**src/rtl/guess_judge_pkg.sv**
```systemverilog
// guess_judge_pkg: shared verdict codes and FSM state encoding for guess_judge.
// Contents: RES_NONE/RES_LOW/RES_HIGH/RES_MATCH result codes, state_t round states.
package guess_judge_pkg;
    localparam logic [1:0] RES_NONE  = 2'b00;
    localparam logic [1:0] RES_LOW   = 2'b01;
    localparam logic [1:0] RES_HIGH  = 2'b10;
    localparam logic [1:0] RES_MATCH = 2'b11;
    typedef enum logic [1:0] {
        ST_IDLE = 2'b00,
        ST_PLAY = 2'b01,
        ST_WIN  = 2'b10,
        ST_LOSE = 2'b11
    } state_t;
endpackage

```
**src/rtl/guess_cmp.sv**
```systemverilog
// guess_cmp: combinational unsigned compare of a guess against the secret.
// Ports: guess, secret (W-bit in) -> verdict (2-bit result code out).
// Macro GUESS_JUDGE_HINT_EN: when defined, misses report LOW/HIGH; otherwise
// every miss reports LOW and no magnitude comparator is built.
module guess_cmp
    import guess_judge_pkg::*;
#(
    parameter int W = 4
) (
    input  logic [W-1:0] guess,
    input  logic [W-1:0] secret,
    output logic [1:0]   verdict
);
    always_comb begin
`ifdef GUESS_JUDGE_HINT_EN
        verdict = (guess == secret) ? RES_MATCH : (guess < secret) ? RES_LOW : RES_HIGH;
`else
        verdict = (guess == secret) ? RES_MATCH : RES_LOW;
`endif
    end
endmodule

```
**src/rtl/guess_judge.sv**
```systemverilog
// guess_judge: latches a secret on start, judges valid guesses with a registered
// verdict, counts attempts and ends the round in WIN or LOSE.
// Ports: clk, rst_n (async active-low), start, secret[W], guess_valid, guess[W]
//        -> result[2], result_valid, tries_left[CW], done, won.
// Macro GUESS_JUDGE_HINT_EN selects LOW/HIGH hints inside guess_cmp.
module guess_judge
    import guess_judge_pkg::*;
#(
    parameter  int W         = 4,
    parameter  int MAX_TRIES = 7,
    localparam int CW        = $clog2(MAX_TRIES + 1)
) (
    input  logic          clk,
    input  logic          rst_n,
    input  logic          start,
    input  logic [W-1:0]  secret,
    input  logic          guess_valid,
    input  logic [W-1:0]  guess,
    output logic [1:0]    result,
    output logic          result_valid,
    output logic [CW-1:0] tries_left,
    output logic          done,
    output logic          won
);
    state_t        state_q, state_d;
    logic [W-1:0]  secret_q, secret_d;
    logic [CW-1:0] tries_q, tries_d;
    logic [1:0]    result_q, result_d;
    logic          rv_q, rv_d;
    logic          done_q, done_d;
    logic          won_q, won_d;
    logic [1:0]    verdict;

    guess_cmp #(.W(W)) u_cmp (
        .guess   (guess),
        .secret  (secret_q),
        .verdict (verdict)
    );

    always_comb begin
        state_d  = state_q;
        secret_d = secret_q;
        tries_d  = tries_q;
        result_d = result_q;
        rv_d     = 1'b0;
        if (start) begin
            state_d  = ST_PLAY;
            secret_d = secret;
            tries_d  = CW'(MAX_TRIES);
            result_d = RES_NONE;
        end else if (guess_valid && state_q == ST_PLAY) begin
            result_d = verdict;
            rv_d     = 1'b1;
            tries_d  = (tries_q == '0) ? '0 : tries_q - CW'(1);
            // A match on the last attempt still wins; only a miss at one try left loses.
            state_d  = (verdict == RES_MATCH) ? ST_WIN : (tries_q <= CW'(1)) ? ST_LOSE : ST_PLAY;
        end
        done_d = (state_d == ST_WIN) || (state_d == ST_LOSE);
        won_d  = (state_d == ST_WIN);
    end

    always_ff @(posedge clk or negedge rst_n) begin
        if (!rst_n) begin
            state_q  <= ST_IDLE;
            secret_q <= '0;
            tries_q  <= '0;
            result_q <= RES_NONE;
            rv_q     <= 1'b0;
            done_q   <= 1'b0;
            won_q    <= 1'b0;
        end else begin
            state_q  <= state_d;
            secret_q <= secret_d;
            tries_q  <= tries_d;
            result_q <= result_d;
            rv_q     <= rv_d;
            done_q   <= done_d;
            won_q    <= won_d;
        end
    end

    assign result       = result_q;
    assign result_valid = rv_q;
    assign tries_left   = tries_q;
    assign done         = done_q;
    assign won          = won_q;
endmodule

```
**config.mk**
```make
export PLATFORM = sky130hd
export DESIGN_NAME = guess_judge
export DESIGN_NICKNAME = d
export VERILOG_FILES = /design/src/rtl/guess_judge_pkg.sv /design/src/rtl/guess_cmp.sv /design/src/rtl/guess_judge.sv
export SDC_FILE = /design/constraint.sdc
export NUM_CORES = 1
export LEC_CHECK = 0
export CAP_MARGIN = 25
export CORE_MARGIN = 2
export CORE_UTILIZATION = 30
export CTS_BUF_LIST = sky130_fd_sc_hd__clkbuf_8
export DETAILED_ROUTE_END_ITERATION = 8
export DONT_BUFFER_PORTS = 1
export PLACE_DENSITY = 0.46
export SETUP_SLACK_MARGIN = 0.02
export SLEW_MARGIN = 20
export SYNTH_ARGS = -nofsm -noshare
export SYNTH_HDL_FRONTEND = slang
export SYNTH_SLANG_ARGS = --single-unit
```
**constraint.sdc**
```tcl
create_clock -name clk -period 1.8 [get_ports clk]
set_clock_uncertainty 0.1 [all_clocks]
set_input_delay 0.45 -clock clk [delete_from_list [all_inputs] [get_ports clk]]
set_output_delay 0.45 -clock clk [all_outputs]
set_load 0.02 [all_outputs]
```
## Word-level counts from Yosys, hierarchy flattened

Cells that the tools add are included.

- Bits in registers: 14
- Output and inout port bits: 8
- Word-level logic and storage cells: 30

- Add/subtract/negate cells: 1
- Magnitude comparators: 1
- Eq/ne operators: 5
- Mux-type cells: 12
- Reductions and logical operators: 4

Operator list:

| kind | count |
|---|---|
| 2-bit two-way mux | 7 |
| 3-bit two-way mux | 3 |
| 2-bit == test (second input constant) | 3 |
| 4-bit == test | 1 |
| 3-bit by 1-bit less-or-equal comparator with 1-bit output (second input constant) | 1 |
| 3-bit zero test | 1 |
| 3-bit by 1-bit subtractor with 3-bit output (second input constant) | 1 |
| 2-bit by 1-bit == test with 1-bit output (second input constant) | 1 |
| 1-bit two-way mux | 2 |
| 2-bit nonzero test | 1 |
| 1-bit logical AND | 1 |
| 1-bit logical OR | 1 |

## Depth between registers and ports, before layout

- Word-level depth: 8
- Gate-level depth with buffers: 5

## By module

A second synthesis with hierarchy kept.

- Cell total of the unflattened synthesis: 55
- Area, all modules: 661.9 µm²

By module, submodules not included:

| module | times used | cells an instance | area each (µm²) |
|---|---|---|---|
| guess_judge | 1 | 48 | 603.1 |
| guess_cmp | 1 | 7 | 58.8 |

## Worst setup path before layout

No wires, ideal clock.

- Kind: register to register
- From: register tries_q[1] (netlist: tries_left[1])
- To: register tries_q[2] (netlist: tries_left[2])
- Setup time: 0.124 ns
- Arrival time: 1.316 ns
- Data required time: 1.576 ns
- Path slack: 0.260 ns
- Stages on the path, launching flop included: 6
- Buffers on the path: 0
- Period minus slack after synthesis: 1.540 ns
- Path through: dfrtp_1 or2_2 ha_1 inv_1 nor2_1 a211o_2

- Cells in the longest elaborated chain, start to end: 4

RTL lines:

| item | line | RTL |
|---|---|---|
| from (decl) | guess_judge.sv:27 | `logic [CW-1:0] tries_q, tries_d;` |
| from (signal assigned) | guess_judge.sv:74 | `tries_q <= tries_d;` |
| 3-bit by 1-bit subtractor with 3-bit output or 3-bit zero test (tied branches) | guess_judge.sv:54 | `tries_d = (tries_q == '0) ? '0 : tries_q - CW'(1);` |
| 3-bit two-way mux (*) | guess_judge.sv:54 |  |
| 3-bit two-way mux (*) | guess_judge.sv:51 | `end else if (guess_valid && state_q == ST_PLAY) begin` |
| 3-bit two-way mux (*) | guess_judge.sv:46 | `if (start) begin` |

Every way passes the cells marked *; elsewhere a longest branch is shown, timed or not. The select of a mux whose other input is x is not followed.
A chain may end at the register's enable or synchronous reset.

## Worst setup path in the final report

Same ends and word-level chain as after synthesis.

==> results_dict.tcl <==
set metrics [dict create \
    outcome "complete, no violations" \
    cts_hold_buf 1 \
    max-vdd-ir-drop_v 0.000463 \
    total_power_uw 758 \
    synth_area_leaders "dfrtp_1 (55%), mux2_2 (7.0%), xnor2_1 (5.5%), ha_1 (3.9%), a211o_2 (3.1%)" \
    synth_cell_type_count 23 \
    synth_cells 53 \
    fin_area_um2 737 \
    pin_count 20 \
    postSynthAreaPerCell_um2 12.1 \
    grt_pass1_vias 407 \
    cts_htree_levels 1 \
    firstDrtPassIters 2 \
    crit_type "flop to flop" \
    grt_remaining_overflow 0 \
    cts_tree "done" \
    nets 73 \
    start_kind "flop" \
    synth_most_common_cell "dfrtp_1" \
    ys_seq_elements 14 \
    fmax_ghz 0.693 \
    critPathMaxStageDelay_ns 0.37 \
    p_per_area_nw_per_um2 1030 \
    vias 397 \
    slew_violations 0 \
    placementRows 16 \
    die_h_um 50.3 \
    cp.required_ns 1.83 \
    wl_per_cell_um 13.0 \
    critPathCaptureType "flop" \
    grt_max_degree 15 \
    seq_area_frac_synth 0.546 \
    post_cts_buffers 0 \
    die_x_um 50.3 \
    r2r_start "tries_left[1]" \
    p_leak_uw 0.000327 \
    setup_tns_ns 0 \
    cts_root_buffer "clkbuf_8" \
    rsz0062_at_grt "false" \
    cp.arrival_ns 1.48 \
    regToRegSetupSlack_ns 0.36 \
    cts_sinks 14 \
    ys_top_cells_by_count "dfrtp_1 (14), inv_1 (5), mux2_2 (4), xnor2_1 (4), nor2_1 (3)" \
    period_share 0.802 \
    drive_gt1_frac 0.241 \
    synthArstFlopShare 1.00 \
    place_area_um2 672 \
    drv_cap 0 \
    die_area_um2 2530 \
    antenna_found_initial 0 \
    yosysTopAreaCellShare 0.546 \
    route.detailed.drc 0 \
    netlist_area_um2 642 \
    synth_top_area_cell "dfrtp_1" \
    initial_utilization 0.324 \
    wl_um 1110 \
    cp_cell_sequence "or2_2 > ha_1 > inv_1 > nor2_1 > a211o_2" \
    path_clk_slew_ns 0.06 \
    synthToLayoutAreaGrowth_pct 14.8 \
    r2r_cells 5 \
    ant_nets 0 \
    hold_path.class "primary input to flop" \
    synth_flop_cell "dfrtp_1" \
    drtIter0Drc 3 \
    viasPerCell 4.67 \
    finalSetupViolations 0 \
    max-slew-margin-rel 0.577 \
    grt_usage 0.106 \
    tightest_slew_ns 0.632 \
    core_area_um2 1980 \
    synth_fp_nets 67 \
    routabilityCongestion 0.714 \
    cts-resized-gates 0 \
    crit_slowest_cell "dfrtp_1" \
    cp-startpoint "tries_left[1]" \
    hold_viol_final 0 \
    endpoint "tries_left[2]" \
    finalCriticalPeriod_ns 1.44 \
    worstReg2RegEnd "tries_left[2]" \
    hold_depth 1 \
    clockBufferDepth 2 \
    portBuffers 0 \
    grt_first_pass_wirelength_um 1970 \
    antenna_cells 0 \
    ys_warn_count 0 \
    cp_max_fo 2 \
    cts_buffers 3 \
    clk_latency_ns 0.24 \
    dp.final_hpwl_um 817 \
    synth_edf_count 0 \
]
## cells by family (layout without fill, tap and decap cells)
kind of cell / count (synthesis) / after routing / share of synthesized area
flip-flops: 14 / 14 / 0.546
AND/OR/NAND/NOR: 12 / 12 / 0.127
adder cells (fa/ha/maj): 2 / 2 / 0.0390
XOR/XNOR: 4 / 4 / 0.0546
AO/OA/AOI/OAI: 10 / 10 / 0.105
multiplexers: 4 / 4 / 0.0702
buffers and inverters: 7 / 12 / 0.0585
## registers in the layout, summed over array words and instances (netlist names)
| name | count |
|---|---|
| result_valid | 1 |
| secret_q | 4 |
| result | 2 |
| won | 1 |
| done | 1 |
| state_q | 2 |
| tries_left | 3 |
## layer usage
| layer | vias to the layer above | GRT usage | share of wire |
|---|---|---|---|
| met5 | - | 0 | 0 |
| met1 | 184 | 0.133 | 0.45 |
| met2 | 16 | 0.154 | 0.45 |
| li1 | 195 | - | - |
| met3 | 2 | 0.0536 | 0.085 |
| met4 | 0 | 0.0417 | 0.0099 |
## power breakdown
group          switching [µW]  internal, µW  leakage, µW
Clock                     114           194    0.0000288
Sequential               26.9           339     0.000166
Combinational            41.8          42.4     0.000132
## stage by stage
stage	setup slack (ns)	cells	hold slack, ns	utilization
floorplan	0.260	53	0.0544	-
global placement	0.380	80	0.0548	0.339
detailed placement	0.359	80	0.0548	0.339
CTS	0.348	85	0.156	0.372
global route	0.293	85	0.150	0.372
finish	0.357	85	0.163	0.372
## critical path: cells and delay by family, from the launching register on
family | cells | cell delay (ns)
compound gates | 1 | 0.30
fa+ha+maj | 1 | 0.18
buf+inv | 1 | 0.05
flops | 1 | 0.37
simple gates | 2 | 0.34
## placed cells by master, fill, tap and decap left out
cell,Yosys,routed
dfrtp_1,14,14
a211o_2,2,2
ha_1,2,2
inv_1,5,5
or2_1,1,1
o22ai_1,2,2
or4_1,1,1
o21ai_1,2,2
nand2_1,1,1
nor2_1,3,3
xnor2_1,4,4
nor3_1,1,1
nand4_1,1,1
nand3b_4,1,1
dlygate4sd3_1,0,1
a31oi_1,1,1
a21oi_1,1,1
mux2_2,4,4
or2_2,1,1
nand3b_1,2,2
o21ai_0,1,1
buf_4,1,2
clkbuf_8,0,4
o22a_1,1,1
## worst min path at each step
stage          startpoint         to  slack (ns)
2_1_floorplan       rst_n       done        0.05
3_3_place_gp        rst_n       done        0.05
3_5_place_dp        rst_n       done        0.05
4_1_cts             start  result[0]        0.16
5_1_grt             start  result[0]        0.15
6_report            start  result[0]        0.16
## cell type report
type	instances	area [µm²]
fillers	200	1240
flip-flops and latches	14	350
multi-input cells	32	254
clock buffers	4	55.1
well taps	27	33.8
repair buffers	3	25.0
inverters	5	18.8
No activity file was read; power rests on OpenSTA's default activity.
